<file path="config.mk">
export PLATFORM = sky130hd
export DESIGN_NAME = keypad_entry_buffer
export DESIGN_NICKNAME = d
export VERILOG_FILES = /design/src/rtl/keypad_pkg.sv /design/src/rtl/key_debouncer.sv /design/src/rtl/keypad_entry_buffer.sv
export SDC_FILE = /design/constraint.sdc
export NUM_CORES = 1
export LEC_CHECK = 0
export ABC_CLOCK_PERIOD_IN_PS = 4220
export CAP_MARGIN = 40
export CORE_MARGIN = 10
export CORE_UTILIZATION = 29
export DETAILED_ROUTE_END_ITERATION = 8
export PLACE_DENSITY = 0.49
export SLEW_MARGIN = 5
export SYNTH_ARGS = -nofsm -noshare
export SYNTH_HDL_FRONTEND = slang
export SYNTH_SLANG_ARGS = --single-unit
</file>
<file path="constraint.sdc">
create_clock -name clk1k -period 4.22 [get_ports clk1k]
set_input_delay 1.055 -clock clk1k [delete_from_list [all_inputs] [get_ports clk1k]]
set_output_delay 1.055 -clock clk1k [all_outputs]
set_load 0.01 [all_outputs]
</file>
<file path="src/rtl/keypad_pkg.sv">
// Shared key codes, debounce state encoding and key-class helper for the
// keypad entry path.
package keypad_pkg;

  localparam logic [5:0] KEY_NONE      = 6'd41;
  localparam logic [5:0] KEY_STAR      = 6'd10;
  localparam logic [5:0] KEY_HASH      = 6'd11;
  localparam logic [5:0] KEY_MAX_VALID = 6'd11;

  typedef enum logic [1:0] {
    IDLE     = 2'd0,
    DEBOUNCE = 2'd1,
    PRESSED  = 2'd2,
    RELEASE  = 2'd3
  } deb_state_t;

  // Anything outside 0..11 (including KEY_NONE) is treated as "no key".
  function automatic logic is_key(input logic [5:0] code);
    return code <= KEY_MAX_VALID;
  endfunction

endpackage

</file>
<file path="src/rtl/key_debouncer.sv">
// Registers the decoder key code, debounces press and release, and emits a
// single accepted-key strobe per physical press.
module key_debouncer
  import keypad_pkg::*;
#(
  parameter int DEBOUNCE_CYC = 20,
  parameter int RELEASE_CYC  = 20
) (
  input  logic       clk1k,
  input  logic       rst,
  input  logic [5:0] i_num,
  output logic       o_key_pulse,
  output logic [3:0] o_key_code,
  output logic       o_accept,
  output logic [3:0] o_accept_code
);

  localparam int DW = $clog2(DEBOUNCE_CYC + 1);
  localparam int RW = $clog2(RELEASE_CYC + 1);

  logic [5:0]  r_num_q;
  deb_state_t  r_state, w_state_next;
  logic [3:0]  r_cand, w_cand_next;
  logic [DW-1:0] r_cnt, w_cnt_next;
  logic [RW-1:0] r_rcnt, w_rcnt_next;
  logic        r_key_pulse;
  logic [3:0]  r_key_code;
  logic        w_valid, w_match, w_accept;

  assign w_valid = is_key(r_num_q);
  assign w_match = w_valid && (r_num_q[3:0] == r_cand);

  // NOTE: sequential state uses non-blocking assignments so every register
  // samples the pre-edge values of the others.
  always_ff @(posedge clk1k or posedge rst) begin
    if (rst) begin
      r_num_q     <= KEY_NONE;
      r_state     <= IDLE;
      r_cand      <= '0;
      r_cnt       <= '0;
      r_rcnt      <= '0;
      r_key_pulse <= 1'b0;
      r_key_code  <= '0;
    end else begin
      r_num_q     <= i_num;
      r_state     <= w_state_next;
      r_cand      <= w_cand_next;
      r_cnt       <= w_cnt_next;
      r_rcnt      <= w_rcnt_next;
      r_key_pulse <= w_accept;
      if (w_accept) r_key_code <= r_cand;
    end
  end

  // NOTE: every comb output gets a default first so no path infers a latch.
  always_comb begin
    w_state_next = r_state;
    w_cand_next  = r_cand;
    w_cnt_next   = r_cnt;
    w_rcnt_next  = r_rcnt;
    unique case (r_state)
      IDLE: begin
        if (w_valid) begin
          w_cand_next  = r_num_q[3:0];
          w_cnt_next   = DW'(1);
          w_state_next = DEBOUNCE;
        end
      end
      DEBOUNCE: begin
        if (!w_valid) begin
          w_state_next = IDLE;
        end else if (!w_match) begin
          w_cand_next = r_num_q[3:0];
          w_cnt_next  = DW'(1);
        end else begin
          w_cnt_next = r_cnt + DW'(1);
          if (w_accept) w_state_next = PRESSED;
        end
      end
      PRESSED: begin
        if (!w_valid) begin
          w_rcnt_next  = RW'(1);
          w_state_next = RELEASE;
        end
      end
      RELEASE: begin
        if (w_valid) begin
          w_state_next = PRESSED;
        end else begin
          w_rcnt_next = r_rcnt + RW'(1);
          if (r_rcnt >= RW'(RELEASE_CYC - 1)) w_state_next = IDLE;
        end
      end
      default: w_state_next = IDLE;
    endcase
  end

  // Accept fires on the edge where the stable-sample count reaches DEBOUNCE_CYC.
  always_comb begin
    w_accept = (r_state == DEBOUNCE) && w_match && (r_cnt >= DW'(DEBOUNCE_CYC - 1));
  end

  assign o_key_pulse   = r_key_pulse;
  assign o_key_code    = r_key_code;
  assign o_accept      = w_accept;
  assign o_accept_code = r_cand;

endmodule

</file>
<file path="src/rtl/keypad_entry_buffer.sv">
// Keypad digit entry: accumulates up to MAX_DIGITS decimal digits and commits
// a range-checked seconds setpoint on '#', '*' clears the entry.
module keypad_entry_buffer
  import keypad_pkg::*;
#(
  parameter int DEBOUNCE_CYC = 20,
  parameter int RELEASE_CYC  = 20,
  parameter int MAX_DIGITS   = 3,
  parameter int MAX_VALUE    = 300,
  parameter int VALUE_W      = 10
) (
  input  logic                               clk1k,
  input  logic                               rst,
  input  logic [5:0]                         num,
  output logic                               key_pulse,
  output logic [3:0]                         key_code,
  output logic [4*MAX_DIGITS-1:0]            digits,
  output logic [$clog2(MAX_DIGITS+1)-1:0]    digit_count,
  output logic [VALUE_W-1:0]                 value,
  output logic                               value_valid,
  output logic                               entry_error
);

  localparam int CW = $clog2(MAX_DIGITS + 1);

  logic                    w_accept;
  logic [3:0]              w_code;
  logic [4*MAX_DIGITS-1:0] r_digits;
  logic [CW-1:0]           r_count;
  logic [VALUE_W-1:0]      r_acc, r_value;
  logic                    r_value_valid, r_entry_error;
  logic [VALUE_W-1:0]      w_acc_next;
  logic                    w_full, w_out_of_range;

  key_debouncer #(
    .DEBOUNCE_CYC (DEBOUNCE_CYC),
    .RELEASE_CYC  (RELEASE_CYC)
  ) u_deb (
    .clk1k         (clk1k),
    .rst           (rst),
    .i_num         (num),
    .o_key_pulse   (key_pulse),
    .o_key_code    (key_code),
    .o_accept      (w_accept),
    .o_accept_code (w_code)
  );

  // acc*10 as shift-add; VALUE_W is sized so a full buffer never overflows.
  assign w_acc_next     = (r_acc << 3) + (r_acc << 1) + VALUE_W'(w_code);
  assign w_full         = (r_count >= CW'(MAX_DIGITS));
  assign w_out_of_range = (r_acc == '0) || (r_acc > VALUE_W'(MAX_VALUE));

  always_ff @(posedge clk1k or posedge rst) begin
    if (rst) begin
      r_digits      <= '0;
      r_count       <= '0;
      r_acc         <= '0;
      r_value       <= '0;
      r_value_valid <= 1'b0;
      r_entry_error <= 1'b0;
    end else begin
      r_value_valid <= 1'b0;
      r_entry_error <= 1'b0;
      if (w_accept) begin
        if (w_code <= 4'd9) begin
          if (w_full) begin
            r_entry_error <= 1'b1;
          end else begin
            r_digits <= {r_digits[4*MAX_DIGITS-5:0], w_code};
            r_acc    <= w_acc_next;
            r_count  <= r_count + CW'(1);
          end
        end else if (w_code == KEY_STAR[3:0]) begin
          r_digits <= '0;
          r_acc    <= '0;
          r_count  <= '0;
        end else if (r_count == '0) begin
          r_entry_error <= 1'b1;
        end else begin
          // Any '#' with digits present ends the entry, accepted or not.
          r_digits <= '0;
          r_acc    <= '0;
          r_count  <= '0;
          if (w_out_of_range) begin
            r_entry_error <= 1'b1;
          end else begin
            r_value       <= r_acc;
            r_value_valid <= 1'b1;
          end
        end
      end
    end
  end

  assign digits      = r_digits;
  assign digit_count = r_count;
  assign value       = r_value;
  assign value_valid = r_value_valid;
  assign entry_error = r_entry_error;

endmodule

</file>
### Word level (Yosys, flattened, before mapping)

Cells that the tools add are included.

* register bits: 63
* bits of input ports: 8
* output and inout port bits: 31
* logic and storage cells: 100

* add/subtract/negate cells: 5
* order comparisons: 6
* equal/unequal tests: 15
* mux-type cells: 42
* bitwise gates (word level): 4
* reductions and logical operators: 15

Operator list (count)
* $mux W12: 4
* $mux W10: 4
* $mux W5: 5
* $mux W2: 11
* $pmux W5 S2: 2
* $mux W4: 3
* $mux W1: 11
* $add A10 B10 Y10: 1
* $add A10 B4 Y10: 1
* $add A5 B1 Y5 const B: 2
* $ge A5 B5 Y1 const B: 2
* $gt A10 B9 Y1 const B: 1
* $logic_not A10 Y1: 1
* $reduce_and A5 Y1: 2
* $ne A3 B3 Y1 const B: 3
* $reduce_and A3 Y1: 3
* $ne A2 B2 Y1 const B: 4
* $pmux W2 S4: 1
* $pmux W4 S2: 1
* $le A6 B4 Y1 const B: 1
* $eq A2 B2 Y1 const B: 2
* $eq A4 B4 Y1: 1
* $eq A4 B4 Y1 const B: 1
* $le A4 B4 Y1 const B: 1
* other kinds (11): 19

### Longest topological paths before layout

* depth after elaboration: 8
* gate-level depth with buffers: 9
* depth with buffers taken out: 9

### By module

A second synthesis with hierarchy kept.

* cell total of the unflattened synthesis: 267
* area total of the unflattened synthesis: 3015.4 µm²

Modules (own cells, without submodules)
* keypad_entry_buffer: times used 1, cells each 166, area an instance 1860.5 µm², sequential area each 875.8 µm²
* key_debouncer: times used 1, cells each 101, area an instance 1154.9 µm², sequential area each 679.4 µm²

### Worst setup path after synthesis

No wires, ideal clock.

* path type: register to register
* start: reg u_deb.r_cand[3], in the netlist u_deb.o_accept_code[3]
* end: reg r_acc[8]
* setup time: 0.095 ns
* data arrival time: 2.142 ns
* required time: 4.125 ns
* slack: 1.983 ns
* stages on the path, launching flop included: 9
* path buffers: 0
* clock period less this slack: 2.237 ns
* cell sequence: dfrtp_1 inv_1 fa_1 fa_1 nor2b_1 o31a_1 o21a_1 nor3_1 o31ai_1

* cells in the longest elaborated chain, start to end: 5
* elaborated cells between the ends (all ways): 13
* classes of those cells: 1 x add/sub; 1 x order compare; 4 x eq/ne; 3 x mux; 4 x reduce/logical

Ends and longest elaborated chain
* start, declared: RTL line key_debouncer.sv:23 `logic [3:0] r_cand, w_cand_next;`
* start signal, assigned: RTL line key_debouncer.sv:47 `r_cand <= w_cand_next;`
* parallel branches: the longest is 5 deep, another holds $add A10 B4 Y10
* end signal, assigned: RTL line keypad_entry_buffer.sv:70 `r_acc <= w_acc_next;`
* end, declared: RTL line keypad_entry_buffer.sv:30 `logic [VALUE_W-1:0] r_acc, r_value;`

Several ways; the timed one is not identified. The select of a mux whose other input is x is not followed.
A chain may end at the register's enable or synchronous reset.

### Final worst setup path

* start: reg r_digits[0], in the netlist digits[0]
* end: out digits[0]

RTL lines
* start, declared: RTL line keypad_entry_buffer.sv:28 `logic [4*MAX_DIGITS-1:0] r_digits;`
* start signal, assigned: RTL line keypad_entry_buffer.sv:69 `r_digits <= {r_digits[4*MAX_DIGITS-5:0], w_code};`
* end, declared: RTL line keypad_entry_buffer.sv:17 `output logic [4*MAX_DIGITS-1:0] digits,`

No word-level cell between the ends.

==> impl_metrics.ini <==
[outcome]
status = finished, final reports clean

[hold_path]
hold_path.class = register to register
hp-start = digits[10]

[power]
powerDensity_mw_per_mm2 = 339
peakVddDrop_uv = 159
power.total_mw = 1.30
leakagePower_nw = 1.75

[placed_design]
place_ws_ps = 1740
gp_congestion = 0.756
portBuffers = 38
post-dp-hpwl_um = 5100
dp.cells = 459
dpl_cell_area_mm2 = 0.00361

[global_routing]
grt_pass1_vias = 2276
overflow = 0
grtUsageTotal_pct = 10.0
antenna_found_initial = 0
grt_pass1_wl_um = 11900
grt_max_degree = 44

[clock_network]
cts_sinks = 62
ctsHoldBuffers = 0
clock_latency_ps = 350
htreeDepth = 3
clockBufferDepth = 2
cts_buffers = 9
cts_tree = built
cts.repair.resized = 0
post-cts-setup-buffers = 0
root_buffer = clkbuf_8
clk_pin_slew_worst_paths_ps = 80

[critical_path]
path_class = register to output port
r2r_end = r_acc[8]
worst_setup_path_end_kind = output port
arrival_ps = 1450
cp_top_family = buffers and inverters
cp_num_cells = 1
cpPeakStageDelay_ps = 610
path_cells = clkdlybuf4s50_1
worstRegToRegCells = 8
cp_slowest_cell = clkdlybuf4s50_1
r2r_start = u_deb.o_accept_code[3]
cp.required_ps = 3160
path_max_fanout = 7
startpoint_type = register
startpoint = digits[0]
cp_num_buf_inv = 1
endpoint = digits[0]
reg2reg_slack_ps = 1730

[floorplanning]
fp.coreArea_mm2 = 0.0103
die_width_um = 123
io_pins = 39
fp-row-count = 37
design.die.area_mm2 = 0.0151
fp.dieH_um = 123
initial_core_util_pct = 29.7

[logic_synthesis]
ys_seq_elements = 62
synthArstFlopShare_pct = 100
synth_area_leader_cell = dfrtp_1
yosysSeqAreaShare_pct = 50.7
synth-edff-count = 0
synth_area_mm2 = 0.00307
synth_area_leaders = dfrtp_1 (48%), nand2_1 (7.6%), ha_1 (7.3%), mux2_2 (5.1%), o21ai_0 (4.6%)
synth_top_area_share_pct = 48.1
syn-num-nets = 319
ys.flop_type = dfrtp_1
synthCells = 291
ys_types = 45
yosysWarningCount = 0
avgSynthCellArea_um2 = 10.5

[timing]
hold_violations = 0
tightest_slew_ps = 625
fmax_mhz = 400
slew-limit-headroom_pct = 58.3
rsz0062_at_grt = false
period_share_pct = 59.3
slew_viol_final = 0
setup_viol_count_final = 0
fin_crit_ps = 2500
skew_ps = 13.4
tns_ps = 0
timing.final.ws_setup_ps = 1720

[drt]
postRouteAntennaNets = 0
dr.pass1.iters = 4
dr_total_vias = 2266
wl_per_cell_um = 15.1
routed_wl_um = 7160
route.detailed.drc = 0
vias_per_cell = 4.77
initialDrtViolationCount = 120

[job]
maxCapViolCount = 0

[layout]
diodes = 0
nets = 362
drive_above_1_share_pct = 12.1
finalNonFillerCells = 475
regArea_mm2 = 0.00156
multi_input_area_mm2 = 0.00143
syn_to_final_growth_pct = 25.0
stdcell_area_mm2 = 0.00383
fill_cells = 1032
[synthesized netlist by cell type (4+ instances only)]
master,n
a21o_1,4
a21oi_1,4
clkbuf_1,9
dfrtp_1,59
ha_1,18
inv_1,11
mux2_2,14
nand2_1,62
nand3_1,6
nor2_1,6
nor2b_1,5
nor3_1,6
o21ai_0,28
o31ai_1,5
xor2_1,6
[layout by cell type (no fill, tap or decap), types with 2 or more instances in the layout]
cell	n
ha_1	18
a21o_1	4
clkbuf_8	11
nor2_1	6
nor4_1	3
nand2b_1	2
o31ai_1	5
dfstp_2	3
clkdlybuf4s50_1	38
buf_4	4
nor3_1	6
nor2b_1	5
clkbuf_1	2
bufinv_16	2
a22o_1	3
nand2_1	62
mux2_2	14
o21a_1	3
nand4_1	2
a32oi_1	2
a21oi_1	4
o21ai_0	28
o41ai_1	2
fa_1	2
xor2_1	6
inv_1	10
a2111oi_0	2
nand3_1	6
a31oi_1	2
xnor2_1	3
dfrtp_1	59
a211oi_1	2
[through the flow]
| step | hold slack, ps | util (%) |
|---|---|---|
| 2_1_floorplan | 458 | - |
| 3_3_place_gp | 466 | 34.9 |
| 3_5_place_dp | 474 | 34.9 |
| 4_1_cts | 490 | 37.1 |
| 5_1_grt | 514 | 37.1 |
| 6_report | 482 | 37.1 |
[worst min path at each step]
stage / end / depth (start not counted) / slack, ps
5_1_grt: value[9] / 1 / 510
6_report: digits[10] / 2 / 480
4_1_cts: digits[10] / 2 / 490
3_5_place_dp: digits[10] / 2 / 470
2_1_floorplan: u_deb.o_accept_code[1] / 2 / 460
3_3_place_gp: digits[8] / 2 / 470
[power by group]
group | switching [mW] | leakage (nW) | internal [mW]
Combinational | 0.0517 | 0.803 | 0.0276
Clock | 0.232 | 0.110 | 0.366
Sequential | 0.0191 | 0.837 | 0.605
[kinds of logic after synthesis]
kind of cell	after synthesis	share of synthesized area [%]
muxes	14	5.14
DFF	62	50.7
adders and majority gates	20	8.65
buffers and inverters	21	2.69
AOI/OAI and AO/OA	65	14.6
xor gates and xnor gates	9	2.57
and+or+nand+nor	100	15.7
[layout make-up]
| type | count | share of cell area (%) |
|---|---|---|
| tap | 136 | 4.44 |
| clock buffer | 13 | 4.14 |
| clock inverter | 3 | 1.76 |
| timing repair buffer | 42 | 10.7 |
| inverter | 11 | 1.08 |
| sequential | 62 | 40.6 |
| multi-input combinational | 208 | 37.3 |
[routing by layer]
| layer | routed length [um] | vias to the layer above | track usage [%] | part of all wire, % |
|---|---|---|---|---|
| met5 | 0 | - | 0 | 0 |
| met4 | 100 | 0 | 4.49 | 1.4 |
| met3 | 356 | 8 | 3.31 | 5.0 |
| met2 | 3160 | 43 | 14.8 | 44 |
| met1 | 3550 | 1098 | 13.1 | 49 |
| li1 | - | 1117 | - | - |
[registers in the layout, summed over array words and instances, names as in the netlist, named ones only]
register and count:
digit_count 2, digits 12, entry_error 1, r_acc 9
u_deb.o_accept_code 4, u_deb.o_key_code 4, u_deb.o_key_pulse 1, u_deb.r_cnt 5
u_deb.r_num_q 6, u_deb.r_rcnt 5, u_deb.r_state 1, value 10
value_valid 1
[worst register-to-register path, delay by kind of cell (launching register included)]
family / cells / cell delay [ps]
adders and majority gates: 2 / 950
AOI/OAI and AO/OA: 3 / 530
DFF: 1 / 440
buffers and inverters: 1 / 230
and+or+nand+nor: 2 / 250
No activity file was read; power rests on OpenSTA's default activity.
